$ cat config.mk
export PLATFORM = sky130hd
export DESIGN_NAME = domain_cfg_sync
export DESIGN_NICKNAME = d
export VERILOG_FILES = /design/src/rtl/domain_cfg_sync_pkg.sv /design/src/rtl/domain_cfg_sync_ch.sv /design/src/rtl/domain_cfg_sync.sv
export SDC_FILE = /design/constraint.sdc
export NUM_CORES = 1
export LEC_CHECK = 0
export CAP_MARGIN = 40
export CORE_ASPECT_RATIO = 0.5
export CORE_MARGIN = 2
export CORE_UTILIZATION = 58
export DETAILED_ROUTE_END_ITERATION = 12
export GPL_ROUTABILITY_DRIVEN = 0
export PLACE_DENSITY = 0.83
export SKIP_CTS_REPAIR_TIMING = 1
export SLEW_MARGIN = 20
export SYNTH_ARGS = -nofsm -noshare
export SYNTH_HDL_FRONTEND = slang
export SYNTH_SLANG_ARGS = --single-unit
$ cat constraint.sdc
create_clock -name clk_i -period 5.6 [get_ports clk_i]
set_input_delay 1.12 -clock clk_i [delete_from_list [all_inputs] [get_ports clk_i]]
set_output_delay 1.12 -clock clk_i [all_outputs]
set_load 0.01 [all_outputs]
$ cat src/rtl/domain_cfg_sync_pkg.sv
// Shared types and helpers for the domain configuration/reset front end.
// Optional build macro used by the top: DOMAIN_CFG_SYNC_LOCK_EN.
package domain_cfg_sync_pkg;

  localparam int NOC_CHIPID_SIZE = 8;

  typedef enum logic [1:0] {
    ST_RESET = 2'd0,
    ST_WAIT  = 2'd1,
    ST_HOLD  = 2'd2,
    ST_RUN   = 2'd3
  } rst_state_e;

  // Bits needed to hold any value 0..max_val.
  function automatic int cnt_width(input int max_val);
    return (max_val < 1) ? 1 : $clog2(max_val + 1);
  endfunction

endpackage

$ cat src/rtl/domain_cfg_sync_ch.sv
// One configuration channel: synchroniser chain, stability filter and commit register.
// Latency SYNC_STAGES+STABLE_CYCLES+2 edges from input change to cfg_o; no backpressure.
module domain_cfg_sync_ch
  import domain_cfg_sync_pkg::*;
#(
  parameter int WIDTH         = NOC_CHIPID_SIZE,
  parameter int SYNC_STAGES   = 2,
  parameter int STABLE_CYCLES = 4
) (
  input  logic             clk_i,
  input  logic             reset_h_i,
  input  logic [WIDTH-1:0] cfg_i,
  input  logic             lock_i,
  output logic [WIDTH-1:0] cfg_o,
  output logic             valid_o,
  output logic             change_o,
  output logic             pending_o,
  output logic             lock_hit_o
);

  localparam int CW = cnt_width(STABLE_CYCLES);
  localparam logic [CW-1:0] CNT_MAX = CW'(STABLE_CYCLES);

  logic [SYNC_STAGES-1:0][WIDTH-1:0] sync_q;
  logic [WIDTH-1:0]                  s;
  logic [WIDTH-1:0]                  cand_q;
  logic [CW-1:0]                     cnt_q;
  logic [WIDTH-1:0]                  cfg_q;
  logic                              valid_q;
  logic                              change_q;
  logic                              commit_cond;

  assign s = sync_q[SYNC_STAGES-1];

  always_ff @(posedge clk_i or posedge reset_h_i) begin
    if (reset_h_i) begin
      sync_q <= '0;
    end else begin
      sync_q <= {sync_q[SYNC_STAGES-2:0], cfg_i};
    end
  end

  // A first commit is always wanted, even when the value equals the reset value.
  assign commit_cond = (s == cand_q) && (cnt_q == CNT_MAX) &&
                       ((cand_q != cfg_q) || !valid_q);

  always_ff @(posedge clk_i or posedge reset_h_i) begin
    if (reset_h_i) begin
      cand_q   <= '0;
      cnt_q    <= '0;
      cfg_q    <= '0;
      valid_q  <= 1'b0;
      change_q <= 1'b0;
    end else begin
      change_q <= 1'b0;
      if (s != cand_q) begin
        cand_q <= s;
        cnt_q  <= '0;
      end else if (cnt_q < CNT_MAX) begin
        cnt_q <= cnt_q + CW'(1);
      end
      if (commit_cond && !lock_i) begin
        cfg_q    <= cand_q;
        valid_q  <= 1'b1;
        change_q <= 1'b1;
      end
    end
  end

  assign cfg_o      = cfg_q;
  assign valid_o    = valid_q;
  assign change_o   = change_q;
  assign pending_o  = (cand_q != cfg_q);
  assign lock_hit_o = commit_cond && lock_i && (cand_q != cfg_q);

endmodule

$ cat src/rtl/domain_cfg_sync.sv
// Config-word capture for NUM_CH async channels plus sequenced domain reset release.
// Build macro DOMAIN_CFG_SYNC_LOCK_EN freezes cfg_o once running and flags late changes.
module domain_cfg_sync
  import domain_cfg_sync_pkg::*;
#(
  parameter int NUM_CH        = 2,
  parameter int WIDTH         = NOC_CHIPID_SIZE,
  parameter int SYNC_STAGES   = 2,
  parameter int STABLE_CYCLES = 4,
  parameter int RESET_HOLD    = 16
) (
  input  logic                    clk_i,
  input  logic                    reset_h_i,
  input  logic [NUM_CH*WIDTH-1:0] cfg_i,
  output logic [NUM_CH*WIDTH-1:0] cfg_o,
  output logic [NUM_CH-1:0]       cfg_valid_o,
  output logic [NUM_CH-1:0]       cfg_change_o,
  output logic                    cfg_stable_o,
  output logic                    domain_reset_n_o,
  output logic                    lock_err_o
);

  localparam int HW = cnt_width(RESET_HOLD);
  localparam logic [HW-1:0] HOLD_LOAD = HW'(RESET_HOLD - 1);

  rst_state_e        state_q;
  logic [HW-1:0]     hold_q;
  logic              dom_rst_n_q;
  logic              lock_run;
  logic [NUM_CH-1:0] pending;
  logic [NUM_CH-1:0] lock_hit;

  for (genvar c = 0; c < NUM_CH; c++) begin : g_ch
    domain_cfg_sync_ch #(
      .WIDTH         (WIDTH),
      .SYNC_STAGES   (SYNC_STAGES),
      .STABLE_CYCLES (STABLE_CYCLES)
    ) u_ch (
      .clk_i      (clk_i),
      .reset_h_i  (reset_h_i),
      .cfg_i      (cfg_i[c*WIDTH +: WIDTH]),
      .lock_i     (lock_run),
      .cfg_o      (cfg_o[c*WIDTH +: WIDTH]),
      .valid_o    (cfg_valid_o[c]),
      .change_o   (cfg_change_o[c]),
      .pending_o  (pending[c]),
      .lock_hit_o (lock_hit[c])
    );
  end

  always_ff @(posedge clk_i or posedge reset_h_i) begin
    if (reset_h_i) begin
      state_q     <= ST_RESET;
      hold_q      <= '0;
      dom_rst_n_q <= 1'b0;
    end else begin
      case (state_q)
        ST_RESET: state_q <= ST_WAIT;
        ST_WAIT: begin
          if (&cfg_valid_o) begin
            state_q <= ST_HOLD;
            hold_q  <= HOLD_LOAD;
          end
        end
        ST_HOLD: begin
          if (hold_q == '0) begin
            state_q     <= ST_RUN;
            dom_rst_n_q <= 1'b1;
          end else begin
            hold_q <= hold_q - HW'(1);
          end
        end
        ST_RUN:  dom_rst_n_q <= 1'b1;
        default: state_q <= ST_RESET;
      endcase
    end
  end

  assign domain_reset_n_o = dom_rst_n_q;
  assign cfg_stable_o     = (&cfg_valid_o) && !(|pending);

`ifdef DOMAIN_CFG_SYNC_LOCK_EN
  logic lock_err_q;

  assign lock_run = (state_q == ST_RUN);

  always_ff @(posedge clk_i or posedge reset_h_i) begin
    if (reset_h_i) begin
      lock_err_q <= 1'b0;
    end else if (|lock_hit) begin
      lock_err_q <= 1'b1;
    end
  end

  assign lock_err_o = lock_err_q;
`else
  assign lock_run = 1'b0;
  // lock_run is held low, so no channel can raise lock_hit: constant 0.
  assign lock_err_o = |lock_hit;
`endif

endmodule
Word level (Yosys, flattened, before mapping)

Cells that the tools add are included.

Register bits: 82
Latch bits: 0
Bits in writable memories: 0
ROM bits: 0
Bits of input ports: 18
Output and inout port bits: 23
Word-level logic and storage cells: 72
Memories kept: 0

Add/sub/neg operators: 3
Multiply operators: 0
Divide/modulo/power cells: 0
$lt $le $gt $ge: 2
Equality and inequality tests: 14
Shift operators: 0
Muxes and demuxes: 14
Bitwise operators: 0
Reduce and logical (&&, ||, !) cells: 22

Operator list:

| cell                                                               | count |
|---|---|
| 8-bit != test                                                      | 4 |
| 8-bit == test                                                      | 2 |
| 3-bit 2-to-1 mux                                                   | 4 |
| 5-bit 2-to-1 mux                                                   | 2 |
| 5-bit case mux with 2 select lines                                 | 1 |
| 2-bit nonzero test                                                 | 4 |
| 3-bit by 1-bit adder with 3-bit output, second input constant      | 2 |
| 3-bit == test, second input constant                               | 2 |
| 3-bit less-than comparator, second input constant                  | 2 |
| 2-bit != test, second input constant                               | 3 |
| 2-bit case mux with 3 select lines                                 | 1 |
| 3-bit AND reduction                                                | 2 |
| 1-bit logical AND                                                  | 5 |
| 5-bit logical NOT                                                  | 1 |
| 5-bit by 1-bit subtractor with 5-bit output, second input constant | 1 |
| 2-bit == test, second input constant                               | 2 |
| 2-bit 2-to-1 mux                                                   | 2 |
| 2-bit AND reduction                                                | 2 |
| 1-bit logical NOT                                                  | 3 |
| 1-bit 2-to-1 mux                                                   | 3 |
| 3-bit nonzero test                                                 | 1 |
| 2-bit by 1-bit == test with 1-bit output, second input constant    | 1 |
| 2-bit logical NOT                                                  | 1 |
| 1-bit logical OR                                                   | 2 |
| 2 further kinds                                                    | 2 |

Longest topological paths before layout

Gate-level depths: netlist of the first run.

Depth in word-level cells: 4
Gate-level depth with buffers: 7
Gate-level depth less buffers: 7

Cells and area by module

Synthesis of the first run repeated with hierarchy kept, for this count alone.

Cells, all modules: 235
Area total of the unflattened synthesis: 3,264.4 um^2

Modules (own cells, without submodules):

| module             | instances | cells an instance | area an instance (um^2) | sequential area each (um^2) |
|---|---|---|---|---|
| domain_cfg_sync_ch | 2         | 94                | 1,387.6                 | 925.9 |
| domain_cfg_sync    | 1         | 47                | 489.2                   | 200.2 |

Least setup slack after synthesis of the first run

OpenSTA, ideal clock, no wires.

Kind: register to output
From: register g_ch[1].u_ch.cfg_q[2]
To: output port cfg_stable_o
Arrival time: 1.323 ns
Required time: 4.480 ns
Path slack: 3.157 ns
Cell stages (with the launch flop): 5
Path buffers: 0
Cells stage by stage: dfrtp_1 xor2_1 nor4_1 nand4_1 nor4_1

Word-level cells in the longest chain between the ends: 4

Ends and longest elaborated chain:

| what                     | line                     | text |
|---|---|---|
| start: declaration       | domain_cfg_sync_ch.sv:28 | `logic [WIDTH-1:0] cfg_q;` |
| start signal: assignment | domain_cfg_sync_ch.sv:63 | `cfg_q <= cand_q;` |
| 8-bit != test            | domain_cfg_sync_ch.sv:73 | `assign pending_o = (cand_q != cfg_q);` |
| 2-bit OR reduction       | domain_cfg_sync.sv:80    | `assign cfg_stable_o = (&cfg_valid_o) && !(\|pending);` |
| 1-bit logical NOT        | domain_cfg_sync.sv:80    |  |
| 1-bit logical AND        | domain_cfg_sync.sv:80    |  |
| end: declaration         | domain_cfg_sync.sv:18    | `output logic cfg_stable_o,` |

Every way passes these cells.

Final worst setup path of the first run

Ends and elaborated chain as after synthesis.

==> impl_results.md, run 1 <==
* Post-Syn Area at between 0.003 and 0.004 mm²
* Run status: complete, no violations
* Layout net count at approximately 290
* Max_cap viols at 0
* Synth Register Bits at about 80
* Grt ovf at 0
* DRT antenna net count at 0
* Min-delay worst type: flip-flop to flip-flop
* Crit path max-delay cell type: clkdlybuf4s50_1
* Core area at around 0.0050 mm²
* Iter 0 DRT Violations at between 60 and 70
* Layout fillers at between 300 and 400
* CTS tree: done
* Area contributors post-synth: dfrtp_1 66%, xor2_1 7.0%, mux2_2 5.8%
* Count of unique library cells instantiated by Yosys at 31
* Register area share after synthesis at about two thirds
* Tmin final at 3.35 ns
* Vias in the first global route at around 1700
* Ant. Diodes at 0
* Yosys top cell area share at between 60% and 70%
* CTS Buffer Depth at 2
* WL final at 4.90 mm
* CTS Buf Count at 9
* Placed cells at around 320
* Worst r2r path cells at 5
* Warnings from Yosys at 0
* Final period utilization at ~60%
* Reg clk slew, reported paths at roughly 0.07 ns
* Top delay family on crit path: simple AND/OR/NAND/NOR gates
* Die width at around 110 µm
* R2r startpoint: g_ch[0].u_ch.cand_q[1]
* Number of vias per cell at between 5 and 6
* Worst setup path startpoint: g_ch[1].u_ch.cfg_o[2]
* CP Launch Type: flip-flop
* Die H at about 56 µm
* Slew Limit Fails at 0
* Worst Path Max Fanout at 3
* Synth async-reset ratio at 100%
* Hold path startpoint: g_ch[0].u_ch.sync_q[0]
* Reg area at 0.00205 mm²
* RSZ-0062 raised after global routing: false
* Reg2reg setup slack at ~3.5 ns
* DRC violations left at 0
* Starting density of the core at 61.7%
* Hold Path Sink: g_ch[0].u_ch.s[0]
* Setup violators final at 0
* Most numerous cell on the critical path: nor4_1
* Post-synth EDFFs at 0
* CP cell instances: xor2_1 > nor4_1 > nand4_1 > nor4_1 > clkdlybuf4s50_1
* R2R Path End: g_ch[0].u_ch.cfg_o[2]
* Die area at approximately 0.006 mm²
* Cell Pwr Density at 288 mW/mm²
* TritonRoute pass-1 iters at 4
* Critical path type: flip-flop to primary output
* Fin. Hold Viols at 0
* Synth Net Count at between 200 and 300
* H-tree levels at 3
* Port bufs at 39
* Skew-Pair Late Insertion Delay at around 0.35 ns
* Leakage power at 1.68 nW
* Rel. slew slack at 63.0%
* Row count at 18
* Io pins at between 40 and 50
* CTS Sinks at between 80 and 90
* Clk_skew at around 0.007 ns
* Detail Placement HPWL at 3.42 mm
* Post-Synthesis Cells at roughly 230
* Fmax at between 200 and 300 MHz
* First-pass GRT wire length at approximately 8.4 mm
* Largest net degree at the start of global routing at 43
* Area growth syn-to-layout at 19.1%
* Worst VDD drop at around 0.21 mV
* Share of cells above drive strength 1 at between 10 and 15%
* DR WL/cell at 14.5 µm
* Worst-Margin Slew at about 0.55 ns
* Crit path DAT at around 2.2 ns
* Vias at approximately 1700
* Slowest cell delay on critical path at between 0.5 and 0.6 ns
* Worst path buffer plus inverter count at 1
* Post-synth top area cell: dfrtp_1
* Crit path required time at between 4 and 5 ns
* Non-filler cells, final at 337
* GRT Util Overall at around a fifth
* Worst Hold Path Cells at 0
* Root buffer cell: clkbuf_8
* Mapped Avg Cell Area at 13.5 µm²
* Initial antenna violation count at 0
* Setup TNS at 0 ns
* Multi-input logic area at approximately 930 µm²
* Setup crit end kind: primary output
* Final Util at around three quarters
* Ys flop type: dfrtp_1
==> cells in the mapped netlist, types with 2 or more instances <==
cell type / count
nor4_1: 6
buf_4: 5
or2_2: 2
mux2_2: 16
ha_1: 8
nand2b_1: 3
xor2_1: 25
nor2_1: 14
nand2_1: 6
inv_1: 9
mux2i_1: 2
clkbuf_1: 16
a21boi_0: 2
nor3_1: 4
dfrtp_1: 82
xnor2_1: 9
a21oi_1: 6
nand4_1: 3
==> sequential cells by signal (all words and copies together) (netlist names) <==
name and cells:
g_ch.u_ch.cfg_o 16, g_ch.u_ch.valid_o 2, domain_reset_n_o 1, state_q 2, g_ch.u_ch.sync_q 16, hold_q 5
g_ch.u_ch.cnt_q 6, g_ch.u_ch.cand_q 16, g_ch.u_ch.s 16, g_ch.u_ch.change_o 2
==> logic make-up (layout without fill, tap and decap cells) <==
| group | Yosys count | count (layout) | synth area share [%] |
|---|---|---|---|
| AOI/OAI and AO/OA | 14 | 14 | 3.02 |
| xor gates and xnor gates | 34 | 34 | 9.57 |
| adders and majority gates | 8 | 8 | 3.22 |
| buffers and inverters | 30 | 66 | 4.22 |
| DFF | 82 | 82 | 66.0 |
| muxes | 18 | 18 | 6.44 |
| other | 1 | 1 | 0.121 |
| and+or+nand+nor | 44 | 44 | 7.44 |
==> where the power goes <==
| part | switching, mW | internal, mW |
|---|---|---|
| Clock | 0.199 | 0.205 |
| Combinational | 0.0194 | 0.0209 |
| Sequential | 0.0126 | 0.609 |
==> worst max-delay path by stage <==
stage | to | slack [ns] | cells after the start
after floorplan | domain_reset_n_o | 2.37 | 1
after global routing | cfg_stable_o | 2.04 | 5
final | cfg_stable_o | 2.25 | 5
after detailed placement | cfg_stable_o | 2.63 | 5
after CTS | cfg_stable_o | 2.22 | 5
after global placement | cfg_stable_o | 2.62 | 5
==> routing by layer <==
metal  GRT usage (%)  wire (µm)  part of all wire [%]
met4            9.71        108                   2.2
met2            32.1       2480                    51
met3            6.79        209                   4.3
met5               0          0                     0
met1            22.6       2100                    43
==> cell usage in the layout, fill, tap and decap left out, types with 2 or more instances in the layout <==
cell type        count
clkinv_2             2
clkinvlp_4           2
nor3_1               4
xor2_1              25
nor4_1               6
inv_1                8
nor2_1              14
mux2i_1              2
nand2_1              6
nand4_1              3
ha_1                 8
xnor2_1              9
a21oi_1              6
clkdlybuf4s50_1     39
or2_2                2
nand2b_1             3
clkbuf_8             9
mux2_2              16
dfrtp_1             82
clkbuf_1             2
a21boi_0             2
==> area by class of cell <==
type                    count  share of cell area [%]
repair buffers             41                    11.3
clock buffers              11                    3.55
flip-flops and latches     82                    55.4
well taps                  70                    2.36
multi-input cells         119                    25.0
inverters                   9                   0.912
clock inverters             5                    1.49
==> stage by stage <==
stage	instance area (µm²)	hold WS [ns]	total power, mW	worst slack, ns
after CTS	3700	0.352	1.08	2.22
after global routing	3700	0.356	1.11	2.04
after global placement	3500	0.332	0.671	2.62
after detailed placement	3520	0.335	0.675	2.63
after floorplan	3110	0.331	0.656	2.37
final	3700	0.349	1.07	2.25
Power figures use the tool's default switching activity.
==> run 2, diff against run 1 <==
Settings changed: CORE_UTILIZATION 58 to 54, PLACE_DENSITY 0.83 to 0.78.
Clock period 5.6 ns to 3.1 ns, I/O delays scaled along.
==> run 2 against run 1 <==
  * Sequential share of layout area decreased by 2.0 points
  * Global-route usage decreased by 1.9 points
  * Highest routed layer unchanged
  * Register-to-register slack got worse by 2.5 ns
  * Clock power increased to 2.8 times the previous value
==> impl_results.md, run 2 (synthesis results as in run 1) <==
* Top delay family on crit path: simple AND/OR/NAND/NOR gates
* Commonest cells after routing, fill and taps aside: 82 x dfrtp_1, 39 x clkdlybuf4s50_1, 25 x xor2_1
* Net Sw Frac at a little under a fifth
* TritonRoute pass-1 iters at 4
* CTS Buf Count at 9
* Largest net degree at the start of global routing at 50
* Fin. Hold Viols at 0
* Worst path buffer plus inverter count at 1
* Most numerous cell on the critical path: nor4_1
* Worst r2r path cells at 5
* Most common library cell in the layout ignoring fill and taps: dfrtp_1
* DRT antenna net count at 0
* Run status: complete, no violations
* Crit path max-delay cell type: clkdlybuf4s50_1
* First-pass GRT wire length at around 8.4 mm
* Core area at 0.00552 mm²
* Vias at approximately 1700
* DR WL/cell at about 14 µm
* Fmax at around 350 MHz
* Pint at approximately 1.9 mW
* Total power at about 2.3 mW
* Cell Pwr Density at 600 mW/mm²
* WL final at between 4 and 5 mm
* Grt ovf at 0
* Final WS setup at 0.230 ns
* Critical path type: flip-flop to primary output
* RSZ-0062 raised after global routing: false
* R2R Path End: g_ch[1].u_ch.cfg_o[0]
* Placed Instance Area at ~0.0035 mm²
* Skew-Pair Late Insertion Delay at around 0.33 ns
* Final period utilization at a little over 90%
* CP cell instances: xor2_1 > nor4_1 > nand4_1 > nor4_1 > clkdlybuf4s50_1
* Worst Path Max Fanout at 3
* Fin Hold WS at ~0.35 ns
* Share of cells above drive strength 1 at between 10% and 20%
* H-tree levels at 3
* Hold path startpoint: g_ch[1].u_ch.sync_q[6]
* Number of vias per cell at slightly below 5
* Worst-Margin Slew at between 0.5 and 0.6 ns
* Layout fillers at approximately 390
* R2r startpoint: g_ch[1].u_ch.cand_q[4]
* Clock power share at slightly below 50%
* Slew Limit Fails at 0
* Comb power frac at 3.2%
* DRC violations left at 0
* Rel. slew slack at 66.4%
* Clk_skew at approximately 0.0045 ns
* GRT Util Overall at 17.5%
* Reg2reg setup slack at 1.00 ns
* CTS Buffer Depth at 2
* Setup crit end kind: primary output
* Ant. Diodes at 0
* Crit path required time at 2.48 ns
* Die H at between 50 and 60 µm
* Seq pwr share at 48.8%
* Slowest cell delay on critical path at about 0.60 ns
* Tmin final at 2.87 ns
* Placed cells at 324
* Die area at approximately 0.0064 mm²
* Crit path DAT at approximately 2.3 ns
* Leakage power at roughly 1.8 nW
* CTS Sinks at 82
* Initial antenna violation count at 0
* Post-route cell area at between 0.003 and 0.004 mm²
* Switch Pwr at ~0.44 mW
* Setup violators final at 0
* Hold Path Sink: g_ch[1].u_ch.s[6]
* Final Util at approximately 70%
* Reg clk slew, reported paths at ~0.05 ns
* Area growth syn-to-layout at 23.5%
* Detail Placement HPWL at about 3.3 mm
* Worst VDD drop at slightly below 0.4 mV
* Worst Hold Path Cells at 0
* Starting density of the core at 56.4%
* Iter 0 DRT Violations at between 70 and 80
* Vias in the first global route at approximately 1800
* Setup TNS at 0 ns
* Max_cap viols at 0
* Non-filler cells, final at 340
* CTS tree: done
* Row count at 19
* DP Worst Slack at slightly below 0.6 ns
* Port bufs at 39
* Die width at ~110 µm
* CP Launch Type: flip-flop
* Root buffer cell: clkbuf_16
* Layout net count at 288
* Min-delay worst type: flip-flop to flip-flop
* Io pins at 41
-- run 2: power groups by stage --
stage | clock [mW] | combinational [mW] | sequential, mW
global route | 1.19 | 0.0829 | 1.13
CTS | 1.14 | 0.0753 | 1.13
floorplan | 0 | 0.0463 | 1.14
detailed placement | 0 | 0.0749 | 1.14
finish | 1.11 | 0.0728 | 1.12
global placement | 0 | 0.0740 | 1.14
-- run 2: worst max path at each step --
stage                                  end  slack [ns]                   start  cells after the start
final                         cfg_stable_o        0.23  g_ch[1].u_ch.cand_q[7]                      5
after CTS                     cfg_stable_o        0.22  g_ch[1].u_ch.cand_q[7]                      5
after global placement        cfg_stable_o        0.58  g_ch[1].u_ch.cand_q[7]                      5
after detailed placement      cfg_stable_o        0.60  g_ch[1].u_ch.cand_q[7]                      5
after floorplan           domain_reset_n_o        0.37               reset_h_i                      1
after global routing          cfg_stable_o        0.07  g_ch[1].u_ch.cand_q[7]                      5
-- run 2: area by class of cell --
class | count | area [µm²] | area share, %
clock buffer | 11 | 243 | 6.32
tap | 73 | 91.3 | 2.38
inverter | 9 | 33.8 | 0.879
clock inverter | 5 | 77.6 | 2.02
timing repair buffer | 41 | 418 | 10.9
sequential | 82 | 2050 | 53.4
multi-input combinational | 119 | 927 | 24.1
-- run 2: layer usage --
| metal | GRT usage [%] | part of all wire, % | wire, µm |
|---|---|---|---|
| met5 | 0 | 0 | 0 |
| met2 | 28.8 | 48 | 2310 |
| met1 | 21.2 | 46 | 2190 |
| met3 | 6.90 | 4.9 | 237 |
| met4 | 7.41 | 1.2 | 60 |
==> run 3, diff against run 2 <==
Settings changed: SLEW_MARGIN 20 to 10.
==> results of run 3 <==
Same layout as run 2: the final DEF is identical, and so are final timing and power.
